`src/rtl/nco_multi_wave_pkg.sv`:
```
`default_nettype none
// ============================================================================
//  Module      : nco_pkg
//  Description : Shared constants, state encoding and helper functions for
//                the multi-channel numerically controlled oscillator.
//  Revision    : 1.0  initial release
// ============================================================================
package nco_pkg;

  // Waveform selection codes (two bits per channel)
  localparam logic [1:0] MODE_SINE   = 2'b00;
  localparam logic [1:0] MODE_SQUARE = 2'b01;
  localparam logic [1:0] MODE_SAW    = 2'b10;
  localparam logic [1:0] MODE_MUTE   = 2'b11;

  // Gain is Q1.7 unsigned: 128 is unity, so products are shifted right by 7
  localparam int UNITY_GAIN = 128;
  localparam int GAIN_SHIFT = 7;

  typedef enum logic [1:0] {
    ST_IDLE   = 2'd0,
    ST_LOOKUP = 2'd1,
    ST_SCALE  = 2'd2,
    ST_OUT    = 2'd3
  } state_t;

  // Clamp a wide signed value into the signed range of amp_bits
  function automatic logic signed [63:0] saturate(input logic signed [63:0] x,
                                                  input int amp_bits);
    logic signed [63:0] hi;
    logic signed [63:0] lo;
    hi = (64'sd1 <<< (amp_bits - 1)) - 64'sd1;
    lo = -(64'sd1 <<< (amp_bits - 1));
    if (x > hi)      return hi;
    else if (x < lo) return lo;
    else             return x;
  endfunction

  // One quarter-wave table entry, evaluated at elaboration time.
  // The half-step offset makes the quadrant mirror exact.
  function automatic int quarter_entry(input int a, input int table_bits,
                                       input int amp_bits);
    real full;
    real ang;
    full = (2.0 ** (amp_bits - 1)) - 1.0;
    ang  = 2.0 * 3.14159265358979323846 * (real'(a) + 0.5) / (2.0 ** table_bits);
    return $rtoi(full * $sin(ang) + 0.5);
  endfunction

endpackage
`default_nettype wire

```
`src/rtl/nco_multi_wave_if.sv`:
```
`default_nettype none
// ============================================================================
//  Module      : nco_multi_wave_if
//  Description : Valid/ready PCM sample stream carrying channel tag and data.
//  Revision    : 1.0  initial release
// ============================================================================
interface nco_multi_wave_if #(
  parameter int NUM_CH   = 2,
  parameter int AMP_BITS = 16
);
  localparam int CH_W = (NUM_CH > 1) ? $clog2(NUM_CH) : 1;

  logic                       out_valid;
  logic                       out_ready;
  logic [CH_W-1:0]            out_ch;
  logic signed [AMP_BITS-1:0] out_data;

  modport master (output out_valid, output out_ch, output out_data, input out_ready);
  modport slave  (input out_valid, input out_ch, input out_data, output out_ready);
endinterface
`default_nettype wire

```
`src/rtl/nco_multi_wave_sine_quarter_rom.sv`:
```
`default_nettype none
// ============================================================================
//  Module      : sine_quarter_rom
//  Description : Registered quarter-wave sine lookup with quadrant mirroring
//                (odd quadrants read the table backwards) and negation
//                (lower half-cycle).
//  Revision    : 1.0  initial release
// ============================================================================
module sine_quarter_rom
  import nco_pkg::*;
#(
  parameter int TABLE_BITS = 8,
  parameter int AMP_BITS   = 16
) (
  input  wire logic                       clk,
  input  wire logic                       rst,
  input  wire logic                       i_en,
  input  wire logic [TABLE_BITS-1:0]      i_idx,
  output logic signed [AMP_BITS-1:0]      o_data
);

  localparam int c_DEPTH = 2 ** (TABLE_BITS - 2);

  logic signed [AMP_BITS-1:0] w_rom [c_DEPTH];
  logic [1:0]                 w_quad;
  logic [TABLE_BITS-3:0]      w_a;
  logic [TABLE_BITS-3:0]      w_addr;
  logic signed [AMP_BITS-1:0] w_mag;

  for (genvar g = 0; g < c_DEPTH; g++) begin : g_rom
    localparam int c_VAL = quarter_entry(g, TABLE_BITS, AMP_BITS);
    assign w_rom[g] = c_VAL[AMP_BITS-1:0];
  end

  assign w_quad = i_idx[TABLE_BITS-1 -: 2];
  assign w_a    = i_idx[TABLE_BITS-3:0];
  assign w_addr = w_quad[0] ? ~w_a : w_a;
  assign w_mag  = w_rom[w_addr];

  // Registered read; sign applied for the second half of the cycle
  always_ff @(posedge clk or posedge rst) begin
    if (rst)       o_data <= '0;
    else if (i_en) o_data <= w_quad[1] ? -w_mag : w_mag;
  end

endmodule
`default_nettype wire

```
`src/rtl/nco_multi_wave.sv`:
```
`default_nettype none
// ============================================================================
//  Module      : nco_multi_wave
//  Description : Time-multiplexed multi-channel NCO. Each sample_tick
//                snapshots all phase accumulators and streams one gained,
//                saturated sample per channel (channel 0 first).
//  Revision    : 1.0  initial release
// ============================================================================
module nco_multi_wave
  import nco_pkg::*;
#(
  parameter int NUM_CH     = 2,
  parameter int PHASE_BITS = 24,
  parameter int TABLE_BITS = 8,
  parameter int AMP_BITS   = 16
) (
  input  wire logic                         clk,
  input  wire logic                         rst,
  input  wire logic                         i_sample_tick,
  input  wire logic                         i_phase_clr,
  input  wire logic [NUM_CH*PHASE_BITS-1:0] i_freq_word,
  input  wire logic [NUM_CH*2-1:0]          i_mode,
  input  wire logic [NUM_CH*8-1:0]          i_gain,
  nco_multi_wave_if.master                  o_pcm,
  output logic                              o_busy,
  output logic                              o_overrun
);

  localparam int                c_CH_W    = (NUM_CH > 1) ? $clog2(NUM_CH) : 1;
  localparam logic [c_CH_W-1:0] c_LAST_CH = c_CH_W'(NUM_CH - 1);
  localparam int                c_PROD_W  = AMP_BITS + 9;
  localparam logic signed [AMP_BITS-1:0] c_POS_FS = {1'b0, {(AMP_BITS-1){1'b1}}};
  localparam logic signed [AMP_BITS-1:0] c_NEG_FS = {1'b1, {(AMP_BITS-2){1'b0}}, 1'b1};

  logic [PHASE_BITS-1:0] w_freq  [NUM_CH];
  logic [1:0]            w_mode  [NUM_CH];
  logic [7:0]            w_gain  [NUM_CH];
  logic [PHASE_BITS-1:0] r_phase [NUM_CH];
  logic [PHASE_BITS-1:0] r_snap  [NUM_CH];

  state_t                     r_state;
  logic [c_CH_W-1:0]          r_ch;
  logic [1:0]                 r_mode;
  logic [7:0]                 r_gain;
  logic                       r_valid;
  logic                       r_busy;
  logic                       r_overrun;
  logic signed [AMP_BITS-1:0] r_data;

  logic                       w_start;
  logic [AMP_BITS-1:0]        w_top;
  logic [TABLE_BITS-1:0]      w_idx;
  logic                       w_rom_en;
  logic signed [AMP_BITS-1:0] w_sine;
  logic signed [AMP_BITS-1:0] w_wave;
  logic signed [c_PROD_W-1:0] w_wave_x;
  logic signed [c_PROD_W-1:0] w_gain_x;
  logic signed [c_PROD_W-1:0] w_prod;
  logic signed [c_PROD_W-1:0] w_scaled;
  logic signed [63:0]         w_scaled_ext;

  for (genvar g = 0; g < NUM_CH; g++) begin : g_unpack
    assign w_freq[g] = i_freq_word[g*PHASE_BITS +: PHASE_BITS];
    assign w_mode[g] = i_mode[g*2 +: 2];
    assign w_gain[g] = i_gain[g*8 +: 8];
  end

  assign w_start = i_sample_tick && (r_state == ST_IDLE);

  // Phase accumulators: clear wins over tick; dropped ticks still advance phase
  always_ff @(posedge clk or posedge rst) begin
    if (rst) begin
      for (int i = 0; i < NUM_CH; i++) r_phase[i] <= '0;
    end else if (i_phase_clr) begin
      for (int i = 0; i < NUM_CH; i++) r_phase[i] <= '0;
    end else if (i_sample_tick) begin
      for (int i = 0; i < NUM_CH; i++) r_phase[i] <= r_phase[i] + w_freq[i];
    end
  end

  // Frame snapshot of pre-increment phases, taken when a frame starts
  always_ff @(posedge clk or posedge rst) begin
    if (rst) begin
      for (int i = 0; i < NUM_CH; i++) r_snap[i] <= '0;
    end else if (w_start) begin
      for (int i = 0; i < NUM_CH; i++) r_snap[i] <= r_phase[i];
    end
  end

  // Phase bits of the channel being processed
  assign w_top    = r_snap[r_ch][PHASE_BITS-1 -: AMP_BITS];
  assign w_idx    = w_top[AMP_BITS-1 -: TABLE_BITS];
  assign w_rom_en = (r_state == ST_LOOKUP);

  sine_quarter_rom #(
    .TABLE_BITS (TABLE_BITS),
    .AMP_BITS   (AMP_BITS)
  ) u_rom (
    .clk    (clk),
    .rst    (rst),
    .i_en   (w_rom_en),
    .i_idx  (w_idx),
    .o_data (w_sine)
  );

  // Raw waveform value for the latched mode
  always_comb begin
    w_wave = '0;
    case (r_mode)
      MODE_SINE:   w_wave = w_sine;
      MODE_SQUARE: w_wave = w_top[AMP_BITS-1] ? c_NEG_FS : c_POS_FS;
      MODE_SAW:    w_wave = {~w_top[AMP_BITS-1], w_top[AMP_BITS-2:0]};
      MODE_MUTE:   w_wave = '0;
      default:     w_wave = '0;
    endcase
  end

  // Signed x unsigned gain; floor shift back to unity scale
  assign w_wave_x     = {{9{w_wave[AMP_BITS-1]}}, w_wave};
  assign w_gain_x     = {{(AMP_BITS+1){1'b0}}, r_gain};
  assign w_prod       = w_wave_x * w_gain_x;
  assign w_scaled     = w_prod >>> GAIN_SHIFT;
  assign w_scaled_ext = {{(64-c_PROD_W){w_scaled[c_PROD_W-1]}}, w_scaled};

  // Frame sequencer with registered stream outputs and sticky overrun
  always_ff @(posedge clk or posedge rst) begin
    if (rst) begin
      r_state   <= ST_IDLE;
      r_ch      <= '0;
      r_mode    <= MODE_MUTE;
      r_gain    <= '0;
      r_valid   <= 1'b0;
      r_busy    <= 1'b0;
      r_overrun <= 1'b0;
      r_data    <= '0;
    end else begin
      if (i_sample_tick && r_busy) r_overrun <= 1'b1;
      case (r_state)
        ST_IDLE: begin
          if (i_sample_tick) begin
            r_ch    <= '0;
            r_busy  <= 1'b1;
            r_state <= ST_LOOKUP;
          end
        end
        ST_LOOKUP: begin
          r_mode  <= w_mode[r_ch];
          r_gain  <= w_gain[r_ch];
          r_state <= ST_SCALE;
        end
        ST_SCALE: begin
          r_data  <= AMP_BITS'(saturate(w_scaled_ext, AMP_BITS));
          r_valid <= 1'b1;
          r_state <= ST_OUT;
        end
        ST_OUT: begin
          if (o_pcm.out_ready) begin
            r_valid <= 1'b0;
            if (r_ch == c_LAST_CH) begin
              r_busy  <= 1'b0;
              r_state <= ST_IDLE;
            end else begin
              r_ch    <= r_ch + c_CH_W'(1);
              r_state <= ST_LOOKUP;
            end
          end
        end
        default: r_state <= ST_IDLE;
      endcase
    end
  end

  assign o_pcm.out_valid = r_valid;
  assign o_pcm.out_ch    = r_ch;
  assign o_pcm.out_data  = r_data;
  assign o_busy          = r_busy;
  assign o_overrun       = r_overrun;

endmodule
`default_nettype wire

```
`src/flat_wrapper.sv`:
```
// flat-port wrapper written by rule: the top's interface ports become plain ports
module nco_multi_wave_flat import nco_pkg::*;
#(
  parameter int NUM_CH     = 2,
  parameter int PHASE_BITS = 24,
  parameter int TABLE_BITS = 8,
  parameter int AMP_BITS   = 16
)
  (clk, rst, i_sample_tick, i_phase_clr, i_freq_word, i_mode, i_gain, o_busy, o_overrun, o_pcm_out_valid, o_pcm_out_ch, o_pcm_out_data, o_pcm_out_ready);
  nco_multi_wave_if #(.NUM_CH(NUM_CH), .AMP_BITS(AMP_BITS)) o_pcm_i ();
  input  wire logic clk;
  input  wire logic rst;
  input  wire logic i_sample_tick;
  input  wire logic i_phase_clr;
  input  wire logic [NUM_CH*PHASE_BITS-1:0] i_freq_word;
  input  wire logic [NUM_CH*2-1:0] i_mode;
  input  wire logic [NUM_CH*8-1:0] i_gain;
  output logic o_busy;
  output logic o_overrun;
  output wire logic [$bits(o_pcm_i.out_valid)-1:0] o_pcm_out_valid;
  output wire logic [$bits(o_pcm_i.out_ch)-1:0] o_pcm_out_ch;
  output wire logic [$bits(o_pcm_i.out_data)-1:0] o_pcm_out_data;
  input wire logic [$bits(o_pcm_i.out_ready)-1:0] o_pcm_out_ready;
  assign o_pcm_out_valid = o_pcm_i.out_valid;
  assign o_pcm_out_ch = o_pcm_i.out_ch;
  assign o_pcm_out_data = o_pcm_i.out_data;
  assign o_pcm_i.out_ready = o_pcm_out_ready;
  nco_multi_wave #(.NUM_CH(NUM_CH), .PHASE_BITS(PHASE_BITS), .TABLE_BITS(TABLE_BITS), .AMP_BITS(AMP_BITS)) u_core (.clk(clk), .rst(rst), .i_sample_tick(i_sample_tick), .i_phase_clr(i_phase_clr), .i_freq_word(i_freq_word), .i_mode(i_mode), .i_gain(i_gain), .o_pcm(o_pcm_i), .o_busy(o_busy), .o_overrun(o_overrun));
endmodule
```
`config.mk`:
```
export PLATFORM = sky130hd
export DESIGN_NAME = nco_multi_wave_flat
export DESIGN_NICKNAME = d
export VERILOG_FILES = /design/src/rtl/nco_multi_wave_pkg.sv /design/src/rtl/nco_multi_wave_if.sv /design/src/rtl/nco_multi_wave_sine_quarter_rom.sv /design/src/rtl/nco_multi_wave.sv /design/src/flat_wrapper.sv
export SDC_FILE = /design/constraint.sdc
export NUM_CORES = 1
export LEC_CHECK = 0
export ABC_AREA = 1
export BUFFER_PORTS_ARGS = -buffer_cell sky130_fd_sc_hd__buf_2
export CAP_MARGIN = 20
export CORE_ASPECT_RATIO = 2
export CORE_MARGIN = 2
export CORE_UTILIZATION = 35
export DETAILED_ROUTE_END_ITERATION = 10
export PLACE_DENSITY_LB_ADDON = 0.1
export SKIP_CTS_REPAIR_TIMING = 1
export SLEW_MARGIN = 10
export SYNTH_ARGS = -nofsm -noshare
export SYNTH_HDL_FRONTEND = slang
export SYNTH_SLANG_ARGS = --single-unit
```
`constraint.sdc`:
```
create_clock -name clk -period 5.4 [get_ports clk]
set_input_delay 1.08 -clock clk [delete_from_list [all_inputs] [get_ports clk]]
set_output_delay 1.08 -clock clk [all_outputs]
set_load 0.01 [all_outputs]
```
=== Word-level counts from Yosys, hierarchy flattened ===
Memories as Yosys holds them, arrays and structs flattened.
Cells that the tools add are included.

* $add $sub $neg: 4
* Bitwise gates (word level): 4
* Mux-type cells: 33
* Magnitude comparators: 4
* Multiply operators: 1
* Equal/unequal tests: 9
* Reductions and logical operators: 11

{| class="wikitable"
|+ Operators with widths
! operator !! number
|-
| 16-bit 2-to-1 mux || 6
|-
| 48-bit 2-to-1 mux || 2
|-
| 24-bit 2-to-1 mux || 3
|-
| 16-bit case mux with 4 select lines || 1
|-
| 24-bit adder || 2
|-
| 16-bit by 9-bit multiplier with 25-bit output || 1
|-
| 8-bit 2-to-1 mux || 3
|-
| 18-bit by 16-bit > comparator with 1-bit output (second input constant) || 1
|-
| 18-bit by 16-bit < comparator with 1-bit output (second input constant) || 1
|-
| 16-bit negation || 1
|-
| 2-bit 2-to-1 mux || 5
|-
| 2-bit equality test (second input constant) || 4
|-
| 1-bit 2-to-1 mux || 8
|-
| 2-bit case mux with 4 select lines || 1
|-
| 7-bit greater-or-equal comparator (second input constant) || 1
|-
| 6-bit NOT with 7-bit output || 1
|-
| 6-bit 2-to-1 mux || 1
|-
| 6-bit NOT || 1
|-
| 1-bit case mux with 2 select lines || 3
|-
| 2-bit nonzero test || 3
|-
| 2-bit by 1-bit equality test with 1-bit output (second input constant) || 2
|-
| 2-bit zero test || 2
|-
| 2-bit != test (second input constant) || 2
|-
| 2-bit AND reduction || 2
|-
| other kinds (8) || 9
|}

* Bits in registers: 144
* Memory bits (read-only): 1024
* Memories kept: 1
* Word-level logic and storage cells: 80

{| class="wikitable"
|+ Memory list
! memory !! words !! width !! rd ports !! clocked after Yosys merged registers in !! write ports !! RTL line !! RTL
|-
| (name not given) || 64 || 16 || 1 || 0 || 0 || nco_multi_wave_sine_quarter_rom.sv:38 || <nowiki>assign w_mag = w_rom[w_addr];</nowiki>
|}

=== Logic depth before layout (Yosys ltp) ===
* Word-level depth: 12
* Gate-level depth with buffers: 31

=== Modules after synthesis ===
From an unflattened synthesis, not the netlist that was laid out.

* Cells, all modules: 2030
* Area, all modules: 14402.6 sq um

{| class="wikitable"
|+ Modules (own cells, without submodules)
! module !! cells each !! times used !! area an instance (sq um)
|-
| nco_multi_wave || 1575 || 1 || 11820.1
|-
| sine_quarter_rom || 455 || 1 || 2582.5
|}

=== Worst setup path after synthesis ===
Ideal clock, no wire load.

* Path type: register to register
* Start: register u_core.r_ch (netlist: u_core.o_pcm.out_ch)
* End: register u_core.r_data[0] (netlist: u_core.o_pcm.out_data[0])
* Clock period less this slack: 5573 ps
* Buffers on the path: 3
* Setup slack: -173 ps
* Required time: 5278 ps
* Data arrival time: 5451 ps
* Cell stages (with the launch flop): 28
* Cell sequence: dfrtp_1 buf_6 o21ai_1 clkbuf_1 nand2_1 o221ai_1 nor2_1 fa_1 inv_1 fa_1 inv_1 fa_1 inv_1 fa_1 inv_1 ha_1 a21oi_1 o21ai_0 a21oi_1 o21ai_0 a21oi_1 nand2_1 nand2_1 nand2_1 nand3b_1 nand2_2 buf_6 a21oi_1

* Cells in the longest elaborated chain, start to end: 10
* Elaborated cells on any way between the ends: 12
* Classes of those cells: mul: 1; order compare: 2; mux: 7; bitwise: 2

{| class="wikitable"
|+ Ends and longest elaborated chain
! what !! RTL line !! RTL
|-
| from (decl) || nco_multi_wave.sv:42 || <nowiki>logic [c_CH_W-1:0] r_ch;</nowiki>
|-
| from (signal assigned) || nco_multi_wave.sv:163 || <nowiki>r_ch <= r_ch + c_CH_W'(1);</nowiki>
|-
| 1-bit NOT with 2-bit output (not written as such) (*) || nco_multi_wave.sv:91 || <nowiki>assign w_top = r_snap[r_ch][PHASE_BITS-1 -: AMP_BITS];</nowiki>
|-
| 24-bit 2-to-1 mux (not written as such) (*) (3 in series) || nco_multi_wave.sv:91 ||
|-
| 16-bit 2-to-1 mux / 1-bit NOT (equally long branches) || nco_multi_wave.sv:111, nco_multi_wave.sv:112 ||
|-
| 16-bit case mux with 4 select lines (*) || nco_multi_wave.sv:109 || <nowiki>case (r_mode)</nowiki>
|-
| 16-bit by 9-bit multiplier with 25-bit output (*) || nco_multi_wave.sv:121 || <nowiki>assign w_prod = w_wave_x * w_gain_x;</nowiki>
|-
| 18-bit by 16-bit < comparator with 1-bit output || nco_multi_wave_pkg.sv:35 || <nowiki>else if (x < lo) return lo;</nowiki>
|-
| 16-bit 2-to-1 mux || nco_multi_wave_pkg.sv:35 ||
|-
| 16-bit 2-to-1 mux (*) || nco_multi_wave_pkg.sv:34 || <nowiki>if (x > hi) return hi;</nowiki>
|-
| to (signal assigned) || nco_multi_wave.sv:152 || <nowiki>r_data <= AMP_BITS'(saturate(w_scaled_ext, AMP_BITS));</nowiki>
|-
| to (decl) || nco_multi_wave.sv:48 || <nowiki>logic signed [AMP_BITS-1:0] r_data;</nowiki>
|}

Mark *: on every way between the ends. The rest lies on a longest branch, timed or not. The select of a mux whose other input is x is not followed.
A chain may end at the register's enable or synchronous reset.

=== Worst setup path after layout ===
* Start: register u_core.r_ch (netlist: u_core.o_pcm.out_ch)
* End: register u_core.r_data[1] (netlist: u_core.o_pcm.out_data[1])

The elaborated chain is that of the path after synthesis.

==> flow_summary_export.csv <==
group,metric,value,unit
detailed_routing,wl_per_cell,18.0,µm
detailed_routing,drt_pass1_iterations,5,
synthesis,ys_types,56,
setup_path,cp_data_required_time,5.75,ns
setup_path,cp_max_fo,14,
detailed_routing,wl_met1,16000,µm
synthesis,syn_avg_cell_area,7.20,µm²
synthesis,ys_warn_count,0,
synthesis,synth_fp_nets,2246,
detailed_routing,wl_met2,28200,µm
synthesis,synth-async-reset-ratio,100,%
final_layout,layout.nets,2503,
detailed_routing,wl_met3,1300,µm
setup_path,rrSetupSlack,-0.10,ns
worst_hold_path,worstHoldPathType,"flip-flop to flip-flop",
final_layout,final_common_cell,"nand2_1",
cts,clock_path_buffers,2,
timing,fin_skew,0.0140,ns
timing,rsz0062_at_grt,"yes",
die,coreArea,40100,µm²
setup_path,cp_slowest_cell,"fa_1",
cts,path_clk_slew,0.07,ns
final_layout,multi_input_area,10300,µm²
synthesis,synth-main-ff-cell,"dfrtp_1",
final_layout,nFillCells,4277,
die,fp.dieW,146,µm
worst_hold_path,min_from,"u_core.o_overrun",
final_layout,diodes,0,
run_status,status,"finished, violations left",
cts,clock-sinks,128,
synthesis,synth-edff-count,0,
detailed_routing,wl,49800,µm
run,maxCapViolCount,0,
placement,port_buffers,92,
setup_path,critical_path_class,"flip-flop to flip-flop",
setup_path,reg2reg_depth,29,
detailed_routing,vias,13900,
detailed_routing,highest-signal-layer,"met5",
grt,grt_max_degree,64,
detailed_routing,drcViolationCount,0,
final_layout,stdcell_area,18100,µm²
timing,layout_setup_ws,-0.105,ns
worst_hold_path,hold_end,"u_core.o_overrun",
setup_path,critPathCaptureType,"flip-flop",
synthesis,synth_cells,1961,
detailed_routing,viasPerCell,5.03,
setup_path,start_kind,"flip-flop",
timing,worst_pin_slew,0.939,ns
final_layout,final_cell_mix,"445 x nand2_1, 265 x inv_1, 178 x buf_4",
cts,cts_tree,"done",
grt,grt_pass1_wl,75200,µm
setup_path,rr_startpoint,"u_core.o_pcm.out_ch",
timing,maxSlewViolCount,0,
final_layout,syn_to_final_growth,28.4,%
die,ioPinCount,93,
grt,overflow,0,
die,core.rowCount,104,
timing,fmax,182,MHz
synthesis,synthesis.area,14100,µm²
setup_path,cp.arrival,5.85,ns
detailed_routing,antenna_left,0,
die,die_area,42100,µm²
timing,finalHoldViolCount,0,
cts,root_buffer,"clkbuf_16",
die,start_util,35.2,%
placement,dp_hpwl,40300,µm
placement,pre_cts_ws,-0.607,ns
synthesis,synth-seq-area-share,22.7,%
detailed_routing,drtIter0Drc,620,
grt,antenna_found_initial,3,
final_layout,seqCellArea,3210,µm²
setup_path,slowest_delay,0.56,ns
final_layout,drive_gt1_share,25.6,%
timing,slew_headroom,37.4,%
timing,period_needed,5.50,ns
cts,cts_inserted_buffers,17,
synthesis,synth-seq-cells,128,
die,die_h,288,µm
cts,htreeDepth,4,
run_status,violations,"setup timing",
setup_path,timing.rr.end,"u_core.o_pcm.out_data[1]",
grt,grt_usage,23.4,%
timing,period_share,102,%
placement,gp_congestion,0.959,
worst_hold_path,min_path_cells,1,
grt,grt_pass1_vias,14400,
timing,setup_viol_count_final,15,
placement,place_area,16400,µm²
cts,clock_latency,0.46,ns
-- flip-flops by register name, indices dropped and copies added, names as in the netlist, 2 cells and up --
name                   flops
u_core.r_snap             32
u_core.o_pcm.out_data     16
u_core.r_phase            48
u_core.r_gain              8
u_core.u_rom.o_data       16
u_core.r_state             2
u_core.r_mode              2
-- worst max path at each step --
| stage | start | to |
|---|---|---|
| 2_1_floorplan | u_core.r_mode[0] | u_core.o_pcm.out_data[0] |
| 3_3_place_gp | u_core.o_pcm.out_ch | u_core.o_pcm.out_data[2] |
| 6_report | u_core.o_pcm.out_ch | u_core.o_pcm.out_data[1] |
| 5_1_grt | u_core.o_pcm.out_ch | u_core.o_pcm.out_data[12] |
| 3_5_place_dp | u_core.o_pcm.out_ch | u_core.o_pcm.out_data[0] |
| 4_1_cts | u_core.o_pcm.out_ch | u_core.o_pcm.out_data[0] |
-- kinds of logic (layout without fill, tap and decap cells) --
| group | count (synthesis) | in the layout | share of synthesized area, % |
|---|---|---|---|
| DFF | 128 | 128 | 22.7 |
| adders and majority gates | 212 | 212 | 24.3 |
| buffers and inverters | 355 | 625 | 10.4 |
| xor gates and xnor gates | 30 | 30 | 1.86 |
| muxes | 2 | 2 | 0.159 |
| and+or+nand+nor | 855 | 855 | 25.9 |
| AOI/OAI and AO/OA | 379 | 379 | 14.7 |
-- per-layer routing --
metal | vias to the layer above | track usage [%]
met3 | 166 | 2.87
met5 | - | 0
met1 | 6573 | 20.4
li1 | 6803 | -
met2 | 330 | 46.5
met4 | 6 | 19.3
-- critical path: cells and delay by family (launching register included) --
family                     cells  cell delay [ns]
adders and majority gates      5             2.35
AOI/OAI and AO/OA              8             1.00
buffers and inverters         10             0.97
and+or+nand+nor                6             0.63
DFF                            1             0.45
-- final cells by class --
type,count,share of cell area [%]
clock buffer,17,2.34
clock inverter,15,1.01
inverter,298,6.34
multi-input combinational,1478,56.8
sequential,128,17.7
tap,530,3.65
timing repair buffer,295,12.2
-- through the flow --
| stage | hold slack, ns | utilization [%] | setup TNS [ns] | std cells |
|---|---|---|---|---|
| 2_1_floorplan | 0.444 | - | 0 | 1961 |
| 3_3_place_gp | 0.434 | 40.9 | -8.08 | 2703 |
| 3_5_place_dp | 0.444 | 40.9 | -8.87 | 2703 |
| 4_1_cts | 0.461 | 42.4 | -9.27 | 2735 |
| 5_1_grt | 0.476 | 45.3 | -4.69 | 2761 |
| 6_report | 0.456 | 45.3 | -1.31 | 2761 |
-- synthesized netlist by cell type (all sizes together), types with 3 or more instances --
cell type / instances / area share [%]
o21a: 7 / 0.37
or2: 5 / 0.22
nor3: 8 / 0.28
o22ai: 21 / 0.93
nand4: 14 / 0.62
fa: 103 / 15
ha: 109 / 9.7
a21o: 7 / 0.37
xor2: 23 / 1.4
nand3: 87 / 3.2
dfrtp: 126 / 22
nand3b: 5 / 0.27
nor2: 212 / 6.1
clkbuf: 33 / 0.88
o21bai: 3 / 0.19
o211ai: 4 / 0.21
inv: 296 / 7.9
o221ai: 3 / 0.19
nand2: 516 / 15
a21oi: 123 / 4.4
xnor2: 7 / 0.43
o21ai: 188 / 6.7
a32o: 3 / 0.21
o31ai: 5 / 0.27
a31oi: 4 / 0.18
buf: 24 / 1.5
a22o: 4 / 0.25
nor4: 4 / 0.18
Power is not shown: default switching activity piles up to over one toggle a cycle in this logic, so the estimate is an artifact.
